`config.mk`:
```
export PLATFORM = sky130hd
export DESIGN_NAME = clock_mode_controller
export DESIGN_NICKNAME = d
export VERILOG_FILES = /design/src/rtl/clock_pkg.sv /design/src/rtl/mod_adjust_counter.sv /design/src/rtl/clock_mode_controller.sv
export SDC_FILE = /design/constraint.sdc
export NUM_CORES = 1
export LEC_CHECK = 0
export ABC_AREA = 1
export BUFFER_PORTS_ARGS = -buffer_cell sky130_fd_sc_hd__buf_2
export CAP_MARGIN = 10
export CORE_MARGIN = 4
export CORE_UTILIZATION = 48
export CTS_CLUSTER_SIZE = 28
export DETAILED_ROUTE_END_ITERATION = 8
export PLACE_DENSITY = 0.72
export SYNTH_ARGS = -nofsm -noshare
export SYNTH_HDL_FRONTEND = slang
export SYNTH_SLANG_ARGS = --single-unit
```
`constraint.sdc`:
```
create_clock -name clk_in -period 1.8 [get_ports clk_in]
set_clock_uncertainty 0.1 [all_clocks]
set_input_delay 0.27 -clock clk_in [delete_from_list [all_inputs] [get_ports clk_in]]
set_output_delay 0.27 -clock clk_in [all_outputs]
set_load 0.01 [all_outputs]
```
`src/rtl/clock_pkg.sv`:
```
// Shared encodings and field-navigation helpers for the clock/alarm mode controller.
package clock_pkg;

  localparam int HOUR_W  = 5;
  localparam int MIN_W   = 6;
  localparam int HOURS   = 24;
  localparam int MINUTES = 60;

  typedef enum logic [2:0] {
    ST_RUN       = 3'd0,
    ST_ADJ_C_HR  = 3'd1,
    ST_ADJ_C_MIN = 3'd2,
    ST_ADJ_A_HR  = 3'd3,
    ST_ADJ_A_MIN = 3'd4,
    ST_RING      = 3'd5
  } state_t;

  localparam logic [1:0] SEL_NONE = 2'd0;
  localparam logic [1:0] SEL_HOUR = 2'd1;
  localparam logic [1:0] SEL_MIN  = 2'd2;

  function automatic logic is_adjust(input state_t s);
    is_adjust = (s == ST_ADJ_C_HR) || (s == ST_ADJ_C_MIN) ||
                (s == ST_ADJ_A_HR) || (s == ST_ADJ_A_MIN);
  endfunction

  function automatic state_t field_next(input state_t s);
    case (s)
      ST_ADJ_C_HR:  field_next = ST_ADJ_C_MIN;
      ST_ADJ_C_MIN: field_next = ST_ADJ_A_HR;
      ST_ADJ_A_HR:  field_next = ST_ADJ_A_MIN;
      ST_ADJ_A_MIN: field_next = ST_ADJ_C_HR;
      default:      field_next = ST_RUN;
    endcase
  endfunction

  function automatic state_t field_prev(input state_t s);
    case (s)
      ST_ADJ_C_HR:  field_prev = ST_ADJ_A_MIN;
      ST_ADJ_C_MIN: field_prev = ST_ADJ_C_HR;
      ST_ADJ_A_HR:  field_prev = ST_ADJ_C_MIN;
      ST_ADJ_A_MIN: field_prev = ST_ADJ_A_HR;
      default:      field_prev = ST_RUN;
    endcase
  endfunction

  function automatic logic [1:0] sel_of(input state_t s);
    case (s)
      ST_ADJ_C_HR,  ST_ADJ_A_HR:  sel_of = SEL_HOUR;
      ST_ADJ_C_MIN, ST_ADJ_A_MIN: sel_of = SEL_MIN;
      default:                    sel_of = SEL_NONE;
    endcase
  endfunction

endpackage

```
`src/rtl/mod_adjust_counter.sv`:
```
// Wrap-around up/down register holding one alarm field (value in 0..MOD-1).
module mod_adjust_counter #(
  parameter int MOD     = 24,
  parameter int W       = 5,
  parameter int RST_VAL = 0
) (
  input  logic         clk_in,
  input  logic         rst,
  input  logic         inc,
  input  logic         dec,
  output logic [W-1:0] value
);

  localparam logic [W-1:0] MAX_VAL = W'(MOD - 1);
  localparam logic [W-1:0] RST_V   = W'(RST_VAL);
  localparam logic [W-1:0] ONE     = W'(1);
  localparam logic [W-1:0] ZERO    = W'(0);

  logic [W-1:0] r_value;

  assign value = r_value;

  // inc takes precedence; the controller never raises both together
  always_ff @(posedge clk_in or negedge rst) begin
    if (!rst) begin
      r_value <= RST_V;
    end else if (inc) begin
      r_value <= (r_value == MAX_VAL) ? ZERO : r_value + ONE;
    end else if (dec) begin
      r_value <= (r_value == ZERO) ? MAX_VAL : r_value - ONE;
    end else begin
      r_value <= r_value;
    end
  end

endmodule

```
`src/rtl/clock_mode_controller.sv`:
```
// Clock/alarm mode FSM: button arbitration, adjust strobes, alarm registers and ringing.
// Optional inactivity auto-exit from adjust states is enabled by defining ADJ_TIMEOUT_EN.
module clock_mode_controller
  import clock_pkg::*;
#(
  parameter int RING_SEC       = 60,
  parameter int ALARM_RST_HOUR = 6,
  parameter int ALARM_RST_MIN  = 0,
  parameter int TIMEOUT_SEC    = 15
) (
  input  logic              clk_in,
  input  logic              rst,
  input  logic              tick_1hz,
  input  logic              btn_c,
  input  logic              btn_u,
  input  logic              btn_d,
  input  logic              btn_l,
  input  logic              btn_r,
  input  logic [HOUR_W-1:0] cur_hour,
  input  logic [MIN_W-1:0]  cur_min,
  input  logic [MIN_W-1:0]  cur_sec,
  output logic              clk_inc_hour,
  output logic              clk_dec_hour,
  output logic              clk_inc_min,
  output logic              clk_dec_min,
  output logic              clk_hold,
  output logic [HOUR_W-1:0] alarm_hour,
  output logic [MIN_W-1:0]  alarm_min,
  output logic              alarm_armed,
  output logic              alarm_ring,
  output logic [2:0]        mode,
  output logic [1:0]        sel_field
);

  localparam logic [7:0] RING_LIM    = 8'(RING_SEC);
  localparam logic [7:0] TIMEOUT_LIM = 8'(TIMEOUT_SEC);

  state_t     r_state;
  logic       r_inc_hr, r_dec_hr, r_inc_min, r_dec_min;
  logic       r_hold, r_ring, r_armed, r_match;
  logic [1:0] r_sel;
  logic [7:0] r_ring_cnt;

  state_t w_nxt;
  logic   w_c, w_r, w_l, w_u, w_d, w_any;
  logic   w_match_now, w_match_edge, w_timeout, w_act, w_arm_tgl;
  logic   w_inc_hr, w_dec_hr, w_inc_min, w_dec_min;
  logic   w_ahr_inc, w_ahr_dec, w_amin_inc, w_amin_dec;

  // One-hot arbitration: C > R > L > U > D, losers are simply dropped
  assign w_c   = btn_c;
  assign w_r   = ~btn_c & btn_r;
  assign w_l   = ~btn_c & ~btn_r & btn_l;
  assign w_u   = ~btn_c & ~btn_r & ~btn_l & btn_u;
  assign w_d   = ~btn_c & ~btn_r & ~btn_l & ~btn_u & btn_d;
  assign w_any = btn_c | btn_r | btn_l | btn_u | btn_d;

  assign w_match_now  = r_armed & (cur_hour == alarm_hour) & (cur_min == alarm_min) &
                        (cur_sec == 6'd0);
  assign w_match_edge = w_match_now & ~r_match;

  always_comb begin
    w_nxt      = r_state;
    w_act      = 1'b0;
    w_arm_tgl  = 1'b0;
    w_inc_hr   = 1'b0;
    w_dec_hr   = 1'b0;
    w_inc_min  = 1'b0;
    w_dec_min  = 1'b0;
    w_ahr_inc  = 1'b0;
    w_ahr_dec  = 1'b0;
    w_amin_inc = 1'b0;
    w_amin_dec = 1'b0;
    case (r_state)
      ST_RUN: begin
        if (w_match_edge) begin
          w_nxt = ST_RING;
        end else if (w_c) begin
          w_nxt = ST_ADJ_C_HR;
          w_act = 1'b1;
        end else if (w_u) begin
          w_arm_tgl = 1'b1;
          w_act     = 1'b1;
        end else begin
          w_nxt = ST_RUN;
        end
      end
      ST_ADJ_C_HR, ST_ADJ_C_MIN, ST_ADJ_A_HR, ST_ADJ_A_MIN: begin
        if (w_timeout) begin
          w_nxt = ST_RUN;
        end else if (w_c) begin
          w_nxt = ST_RUN;
          w_act = 1'b1;
        end else if (w_r) begin
          w_nxt = field_next(r_state);
          w_act = 1'b1;
        end else if (w_l) begin
          w_nxt = field_prev(r_state);
          w_act = 1'b1;
        end else if (w_u || w_d) begin
          w_act      = 1'b1;
          w_inc_hr   = w_u & (r_state == ST_ADJ_C_HR);
          w_dec_hr   = w_d & (r_state == ST_ADJ_C_HR);
          w_inc_min  = w_u & (r_state == ST_ADJ_C_MIN);
          w_dec_min  = w_d & (r_state == ST_ADJ_C_MIN);
          w_ahr_inc  = w_u & (r_state == ST_ADJ_A_HR);
          w_ahr_dec  = w_d & (r_state == ST_ADJ_A_HR);
          w_amin_inc = w_u & (r_state == ST_ADJ_A_MIN);
          w_amin_dec = w_d & (r_state == ST_ADJ_A_MIN);
        end else begin
          w_nxt = r_state;
        end
      end
      ST_RING: begin
        if (w_any) begin
          w_nxt = ST_RUN;
          w_act = 1'b1;
        end else if (tick_1hz && ((r_ring_cnt + 8'd1) == RING_LIM)) begin
          w_nxt = ST_RUN;
        end else begin
          w_nxt = ST_RING;
        end
      end
      default: begin
        w_nxt = ST_RUN;
      end
    endcase
  end

  // State, strobes and mode-derived outputs are all registered from the next state
  always_ff @(posedge clk_in or negedge rst) begin
    if (!rst) begin
      r_state    <= ST_RUN;
      r_inc_hr   <= 1'b0;
      r_dec_hr   <= 1'b0;
      r_inc_min  <= 1'b0;
      r_dec_min  <= 1'b0;
      r_hold     <= 1'b0;
      r_ring     <= 1'b0;
      r_armed    <= 1'b0;
      r_match    <= 1'b0;
      r_sel      <= SEL_NONE;
      r_ring_cnt <= 8'd0;
    end else begin
      r_state   <= w_nxt;
      r_inc_hr  <= w_inc_hr;
      r_dec_hr  <= w_dec_hr;
      r_inc_min <= w_inc_min;
      r_dec_min <= w_dec_min;
      r_hold    <= (w_nxt == ST_ADJ_C_HR) || (w_nxt == ST_ADJ_C_MIN);
      r_ring    <= (w_nxt == ST_RING);
      r_armed   <= r_armed ^ w_arm_tgl;
      r_match   <= w_match_now;
      r_sel     <= sel_of(w_nxt);
      if (r_state != ST_RING) begin
        r_ring_cnt <= 8'd0;
      end else if (tick_1hz) begin
        r_ring_cnt <= r_ring_cnt + 8'd1;
      end else begin
        r_ring_cnt <= r_ring_cnt;
      end
    end
  end

`ifdef ADJ_TIMEOUT_EN
  logic [7:0] r_idle;

  assign w_timeout = is_adjust(r_state) && (r_idle == TIMEOUT_LIM);

  // Idle seconds in adjust; held at zero outside adjust so every entry starts fresh
  always_ff @(posedge clk_in or negedge rst) begin
    if (!rst) begin
      r_idle <= 8'd0;
    end else if (!is_adjust(r_state) || w_act) begin
      r_idle <= 8'd0;
    end else if (tick_1hz) begin
      r_idle <= r_idle + 8'd1;
    end else begin
      r_idle <= r_idle;
    end
  end
`else
  logic w_unused_timeout;

  assign w_timeout        = 1'b0;
  assign w_unused_timeout = ^{TIMEOUT_LIM, w_act};
`endif

  mod_adjust_counter #(
    .MOD     (HOURS),
    .W       (HOUR_W),
    .RST_VAL (ALARM_RST_HOUR)
  ) u_alarm_hour (
    .clk_in (clk_in),
    .rst    (rst),
    .inc    (w_ahr_inc),
    .dec    (w_ahr_dec),
    .value  (alarm_hour)
  );

  mod_adjust_counter #(
    .MOD     (MINUTES),
    .W       (MIN_W),
    .RST_VAL (ALARM_RST_MIN)
  ) u_alarm_min (
    .clk_in (clk_in),
    .rst    (rst),
    .inc    (w_amin_inc),
    .dec    (w_amin_dec),
    .value  (alarm_min)
  );

  assign clk_inc_hour = r_inc_hr;
  assign clk_dec_hour = r_dec_hr;
  assign clk_inc_min  = r_inc_min;
  assign clk_dec_min  = r_dec_min;
  assign clk_hold     = r_hold;
  assign alarm_armed  = r_armed;
  assign alarm_ring   = r_ring;
  assign mode         = r_state;
  assign sel_field    = r_sel;

endmodule

```
Word-level counts from Yosys, hierarchy flattened
Cells that the tools add are included.
{"block": "totals", "wordCells": 142, "output_inout_bits": 23, "in_bits": 25, "regBits": 32}
{"block": "classes", "reduce_logical": 13, "n_eq_ne": 16, "n_bitwise": 29, "n_mux": 66, "addsub": 5}
{"op": "$mux 1", "count": 44}
{"op": "$mux 3", "count": 8}
{"op": "$mux 6", "count": 4}
{"op": "$pmux 3 s4", "count": 2}
{"op": "$mux 5", "count": 4}
{"op": "$and 1x1->1", "count": 19}
{"op": "$mux 8", "count": 2}
{"op": "$eq 3x2->1 const B", "count": 4}
{"op": "$eq 3x3->1 const B", "count": 4}
{"op": "$logic_not 6->1", "count": 2}
{"op": "$pmux 3 s3", "count": 1}
{"op": "$add 8x1->8 const B", "count": 1}
{"op": "$eq 8x6->1 const B", "count": 1}
{"op": "$add 6x1->6 const B", "count": 1}
{"op": "$eq 3x1->1 const B", "count": 2}
{"op": "$eq 6x6->1", "count": 1}
{"op": "$eq 6x6->1 const B", "count": 1}
{"op": "$reduce_bool 2->1", "count": 3}
{"op": "$sub 6x1->6 const B", "count": 1}
{"op": "$add 5x1->5 const B", "count": 1}
{"op": "$eq 5x5->1", "count": 1}
{"op": "$eq 5x5->1 const B", "count": 1}
{"op": "$logic_not 5->1", "count": 1}
{"op": "$not 1->1", "count": 5}
{"op": "other kinds (10)", "count": 15}

Longest topological paths before layout
{"block": "depth", "word_depth": 13, "ltp_mapped": 11, "depth_no_buf": 11}

Modules after synthesis
Synthesis repeated with hierarchy kept, for this count alone.
{"block": "hier_totals", "cells_unflattened": 376, "area_unflattened_um2": 2478.6}
{"mod": "clock_mode_controller", "cells_per_inst": 238, "instances": 1, "seq_area_each_um2": 525.5, "area_each_um2": 1506.4}
{"mod": "mod_adjust_counter at u_alarm_min", "cells_per_inst": 79, "instances": 1, "seq_area_each_um2": 150.1, "area_each_um2": 566.8}
{"mod": "mod_adjust_counter at u_alarm_hour", "cells_per_inst": 59, "instances": 1, "seq_area_each_um2": 127.6, "area_each_um2": 405.4}

Worst setup path before layout
OpenSTA, ideal clock, no wires.
{"block": "synth_path", "path_type": "register to register", "startpoint": "register r_ring_cnt[0]", "endpoint": "register r_hold, in the netlist clk_hold", "path_buffers": 0, "setup_ps": 118, "synth_period_minus_slack_ps": 1607, "required_ps": 1582, "path_stages_with_launch": 9, "arrival_ps": 1389, "path_slack_ps": 193, "path_cell_list": "dfrtp_1 -> ha_1 -> nand3_2 -> xor2_1 -> nand3_1 -> o21bai_2 -> nand3_2 -> nand3_1 -> nand2_1"}
{"block": "synth_via", "elab_chain_cells": 8, "word_cells_on_any_way": 9, "cone_classes": "add/sub: 1; eq/ne: 3; mux: 3; reduce/logical: 2"}
{"element": "start, declared", "line": "clock_mode_controller.sv:42", "source": "logic [7:0] r_ring_cnt;"}
{"element": "start signal, assigned", "line": "clock_mode_controller.sv:158", "source": "r_ring_cnt <= r_ring_cnt + 8'd1;"}
{"element": "start signal, assigned", "line": "clock_mode_controller.sv:160", "source": "r_ring_cnt <= r_ring_cnt;"}
{"element": "$add 8x1->8 (*)", "line": "clock_mode_controller.sv:118", "source": "end else if (tick_1hz && ((r_ring_cnt + 8'd1) == RING_LIM)) begin"}
{"element": "$eq 8x6->1 (*)", "line": "clock_mode_controller.sv:118"}
{"element": "$logic_and 1x1->1 (*)", "line": "clock_mode_controller.sv:118"}
{"element": "$mux 3 (*)", "line": "clock_mode_controller.sv:118"}
{"element": "$mux 3 (*)", "line": "clock_mode_controller.sv:115", "source": "if (w_any) begin"}
{"element": "$pmux 3 s3 (*)", "line": "clock_mode_controller.sv:74", "source": "case (r_state)"}
{"element": "via w_nxt[0]", "line": "clock_mode_controller.sv:44", "source": "state_t w_nxt;"}
{"element": "$eq 3x1->1 / $eq 3x2->1 (equally long branches)", "line": "clock_mode_controller.sv:150", "source": "r_hold <= (w_nxt == ST_ADJ_C_HR) || (w_nxt == ST_ADJ_C_MIN);"}
{"element": "$logic_or 1x1->1 (*)", "line": "clock_mode_controller.sv:150"}
{"element": "end signal, assigned", "line": "clock_mode_controller.sv:150"}
{"element": "end, declared", "line": "clock_mode_controller.sv:40", "source": "logic r_hold, r_ring, r_armed, r_match;"}
Mark *: on every way through the listed nets, which the timed path passes. The rest lies on a longest branch.
A chain may end at the register's enable or synchronous reset.

Final worst setup path
{"block": "layout_path", "startpoint": "register r_ring_cnt[0]", "endpoint": "register r_state[0], in the netlist mode[0]"}
{"block": "layout_via", "elab_chain_cells": 6}
{"element": "$add 8x1->8", "line": "clock_mode_controller.sv:118"}
{"element": "$eq 8x6->1", "line": "clock_mode_controller.sv:118"}
{"element": "$logic_and 1x1->1", "line": "clock_mode_controller.sv:118"}
{"element": "$mux 3", "line": "clock_mode_controller.sv:118"}
{"element": "$mux 3", "line": "clock_mode_controller.sv:115"}
{"element": "$pmux 3 s3", "line": "clock_mode_controller.sv:74"}
{"element": "via w_nxt[0]", "line": "clock_mode_controller.sv:44"}
{"element": "end signal, assigned", "line": "clock_mode_controller.sv:145", "source": "r_state <= w_nxt;"}
{"element": "end, declared", "line": "clock_mode_controller.sv:38", "source": "state_t r_state;"}
The timed path passes the listed nets, and every way through them passes these cells.

==> summary.md <==
• Layout Cells excl Fill: 440
• status: complete, no violations
• PnR worst setup slack: 0.04280 ns
• total wire length: 5600 µm
• CTS Root Buffer Type: sky130_fd_sc_hd__clkbuf_8
• flip-flop and latch count after synthesis: 32
• critical-path cell with the highest stage delay: sky130_fd_sc_hd__dfrtp_1
• layout filler cell count: 421
• antenna-violating nets left: 0
• initial antenna violation count: 0
• Overall Global Routing Usage: 18.73%
• layout cells sized above 1: 29.12%
• Synth Area in Adders: 3.926%
• maximum level of the CTS H-tree: 2
• I/O pin cnt: 48
• placed instance area: 2591 µm²
• core region area: 4414 µm²
• worst r2r dst: mode[0]
• Port-buffer cells: 47
• DRC viols: 0
• FP Rows: 24
• Worst R2R Start: r_ring_cnt[0]
• Maximum Capacitance Violations: 0
• area of the die: 5803 µm²
• final weighted congestion in routability-driven placement: 0.9046
• highest cell delay on the worst timing path: 0.42 ns
• post-detailed-route via-to-cell ratio: 5.173
• net count reported at finish: 419
• Clock Sink Count: 32
• crit path DAT: 1.84 ns
• worst skew pair latency: 0.29 ns
• starting density of the core: 50.54%
• half-perimeter wire length of the detailed placement result: 4186 µm
• minimum setup slack among reg-to-reg paths: 0.04 ns
• DRT iter0 DRCs: 128
• Post-Synthesis Mean Instance Area: 6.993 µm²
• YS warnings: 0
• CP Buf/Inv Count: 2
• cell repeated most along the worst path: sky130_fd_sc_hd__nand3_2
• number of slew-limit violations in the final report: 0
• Final Cell Area: 2838 µm²
• via count of the first global-routing pass: 2,037
• Power, Total: 1.883 mW
• routed via count: 2,276
• cells on worst reg2reg path: 8
• storage element area: 805.8 µm²
• area fraction in compound gates after synthesis: 9.871%
• final hold violation count: 0
• Multi-input gate area: 1314 µm²
• number of placed instances with taps included: 426
• wire length of the first global-routing pass: 9204 µm
• Least-Margin Pin Slew: 0.4172 ns
• parity-gate share of the synthesized area counting xor and xnor cells: 5.889%
• Leakage: 1.492 nW
• crit path kind: flip-flop to flip-flop
• endpoint kind of the worst setup timing path: flip-flop
• area delta synth->final: 27.20%
• post-synth top area share: 33.65%
• Seq/Total Area, Yosys: 36.01%
• area share of and/or/nand/nor cells after synthesis: 35.56%
• total iterations of the first detailed-routing run: 4
• max-slew headroom at the worst pin: 72.19%
• chain of cells forming the critical path: buf_6 > ha_1 > nand4_1 > nor2_2 > nand3_2 > o21bai_4 > nand3_2 > buf_4
• Levels on crit path: 8
• post-synthesis instance total: 319
• power per cell area: 663.6 nW/µm²
• multiplexer area fraction after synthesis: 0%
• die width: 76.18 µm
• top cell type by total area after synthesis: sky130_fd_sc_hd__dfrtp_1
• number of buffers on the longest clock path: 2
• clock buffers created by TritonCTS: 5
• Inserted Diodes: 0
• mean routed wirelength per cell: 12.73 µm
• hold_ws: 0.1671 ns
• Setup WS pre-CTS: 0.07240 ns
• worst path required time: 1.88 ns
• total gr overflow: 0
• Final Critical Period: 1.757 ns
• crit share post-route: 97.62%
• synthesized cell area: 2231 µm²
• maximum number of pins on one net before global-route repair: 33
• combinational family with the most area after synthesis: simple AND/OR/NAND/NOR gates
• maximum clock frequency: 0.5691 GHz
• critical path endpoint: mode[0]
• number of library cell types mapped by synthesis: 30
• clk slew on worst S/H paths: 0.07 ns
• biggest area contributors in the synthesized netlist: sky130_fd_sc_hd__dfrtp_1, sky130_fd_sc_hd__nand2_1, sky130_fd_sc_hd__inv_1
• TritonCTS clock tree: yes
• total setup violations reported at the end of the flow: 0
• peak ir drop on the vdd network: 605.8 µV
• y dimension of the die: 76.18 µm
• Max FO, Critical Path: 5
• Crit. Startpoint: r_ring_cnt[0]
• critical path startpoint category: flip-flop
• setup repair after global routing missed its margin: true
• kind of path behind the tightest hold check: input pin to flip-flop
• Post-Route Setup TNS: 0 ns
• number of nets in the synthesized netlist: 351
• dominant delay contributor by cell family on the critical path: simple AND/OR/NAND/NOR gates
• Finished Core Util: 64.29%
Yosys cell counts:
| master | n |
|---|---|
| sky130_fd_sc_hd__and3_1 | 1 |
| sky130_fd_sc_hd__nand3_2 | 4 |
| sky130_fd_sc_hd__nor4_1 | 1 |
| sky130_fd_sc_hd__dfrtp_1 | 30 |
| sky130_fd_sc_hd__a21boi_1 | 1 |
| sky130_fd_sc_hd__a32oi_1 | 1 |
| sky130_fd_sc_hd__nor3_4 | 1 |
| sky130_fd_sc_hd__ha_1 | 7 |
| sky130_fd_sc_hd__nor2_1 | 33 |
| sky130_fd_sc_hd__nor2_2 | 4 |
| sky130_fd_sc_hd__nor3_1 | 7 |
| sky130_fd_sc_hd__nand3_1 | 25 |
| sky130_fd_sc_hd__o21ai_0 | 15 |
| sky130_fd_sc_hd__o31ai_1 | 1 |
| sky130_fd_sc_hd__a22oi_1 | 3 |
| sky130_fd_sc_hd__xnor2_1 | 2 |
| sky130_fd_sc_hd__xor2_1 | 13 |
| sky130_fd_sc_hd__dfstp_2 | 2 |
| sky130_fd_sc_hd__inv_1 | 47 |
| sky130_fd_sc_hd__inv_2 | 5 |
| sky130_fd_sc_hd__or2_2 | 2 |
| sky130_fd_sc_hd__o21bai_2 | 1 |
| sky130_fd_sc_hd__nand4_1 | 9 |
| sky130_fd_sc_hd__o221ai_1 | 1 |
| sky130_fd_sc_hd__o211ai_1 | 3 |
| sky130_fd_sc_hd__nand2_1 | 87 |
| sky130_fd_sc_hd__nor3b_1 | 1 |
| sky130_fd_sc_hd__nand2_2 | 2 |
| sky130_fd_sc_hd__o22ai_1 | 5 |
| sky130_fd_sc_hd__a21oi_1 | 5 |
worst min-delay path by stage:
stage	from	end	cells after the start	slack [ns]
after floorplan	rst	alarm_armed	0	-0.13
after global placement	rst	u_alarm_min.value[2]	2	0.23
after detailed placement	rst	u_alarm_min.value[2]	2	0.22
after CTS	btn_d	clk_dec_min	3	0.16
after global routing	btn_d	clk_dec_hour	3	0.20
final	btn_d	clk_dec_min	3	0.17
registers in the layout, summed over array words and instances (netlist names):
| name | count |
|---|---|
| r_ring_cnt | 8 |
| u_alarm_min.value | 6 |
| u_alarm_hour.value | 5 |
| mode | 3 |
| sel_field | 2 |
| alarm_armed | 1 |
| alarm_ring | 1 |
| clk_dec_hour | 1 |
| clk_dec_min | 1 |
| clk_hold | 1 |
| clk_inc_hour | 1 |
| clk_inc_min | 1 |
| r_match | 1 |
cells by family after synthesis:
| group | count (synthesis) |
|---|---|
| compound gates | 36 |
| fa+ha+maj | 7 |
| flops | 32 |
| simple gates | 177 |
| xor+xnor | 15 |
| buf+inv | 52 |
cell usage in the layout, fill, tap and decap left out, drive strengths merged, types with 5 or more instances in the layout:
cell type and n:
o22ai 5, nand2 89, nand4 9, inv 52, nor3 8, dfrtp 30, buf 60, xor2 13
a21oi 5, clkbuf 5, o21ai 15, nor2 37, nand3 29, ha 7
power by group:
| group | leakage, nW | internal, mW | switching, mW |
|---|---|---|---|
| Clock | 0.0541 | 0.410 | 0.293 |
| Combinational | 1.04 | 0.153 | 0.220 |
| Sequential | 0.393 | 0.761 | 0.0451 |
| Total | 1.49 | 1.32 | 0.559 |
worst register-to-register path: stages (launching register included):
cell and delay, ns:
sky130_fd_sc_hd__dfrtp_1 0.42, sky130_fd_sc_hd__buf_6 0.14, sky130_fd_sc_hd__ha_1 0.14, sky130_fd_sc_hd__nand4_1 0.13, sky130_fd_sc_hd__nor2_2 0.14, sky130_fd_sc_hd__nand3_2 0.13, sky130_fd_sc_hd__o21bai_4 0.18, sky130_fd_sc_hd__nand3_2 0.12
sky130_fd_sc_hd__buf_4 0.15
layout make-up:
class	instances	share of cell area [%]
clock buffers	5	2.425
clock inverters	3	1.499
inverters	52	6.878
multi-input cells	235	46.30
flip-flops and latches	32	28.40
well taps	52	2.293
repair buffers	61	12.21
layer usage:
metal / part of all wire (%) / global-route usage [%] / vias to the layer above
met5: 0 / 0 / -
met4: 0.96 / 5.070 / 0
met3: 4.7 / 4.137 / 6
met2: 50 / 30.65 / 47
met1: 44 / 24.91 / 1056
li1: - / - / 1167
what timing repair did:
item / CTS / global route
setup buffers: 0 / 5
gates resized for setup: 0 / 28
endpoints found under the hold margin: 30 / 0
hold buffers: 1 / 0
endpoints found under the setup margin: 0 / 12
Power figures use the tool's default switching activity.
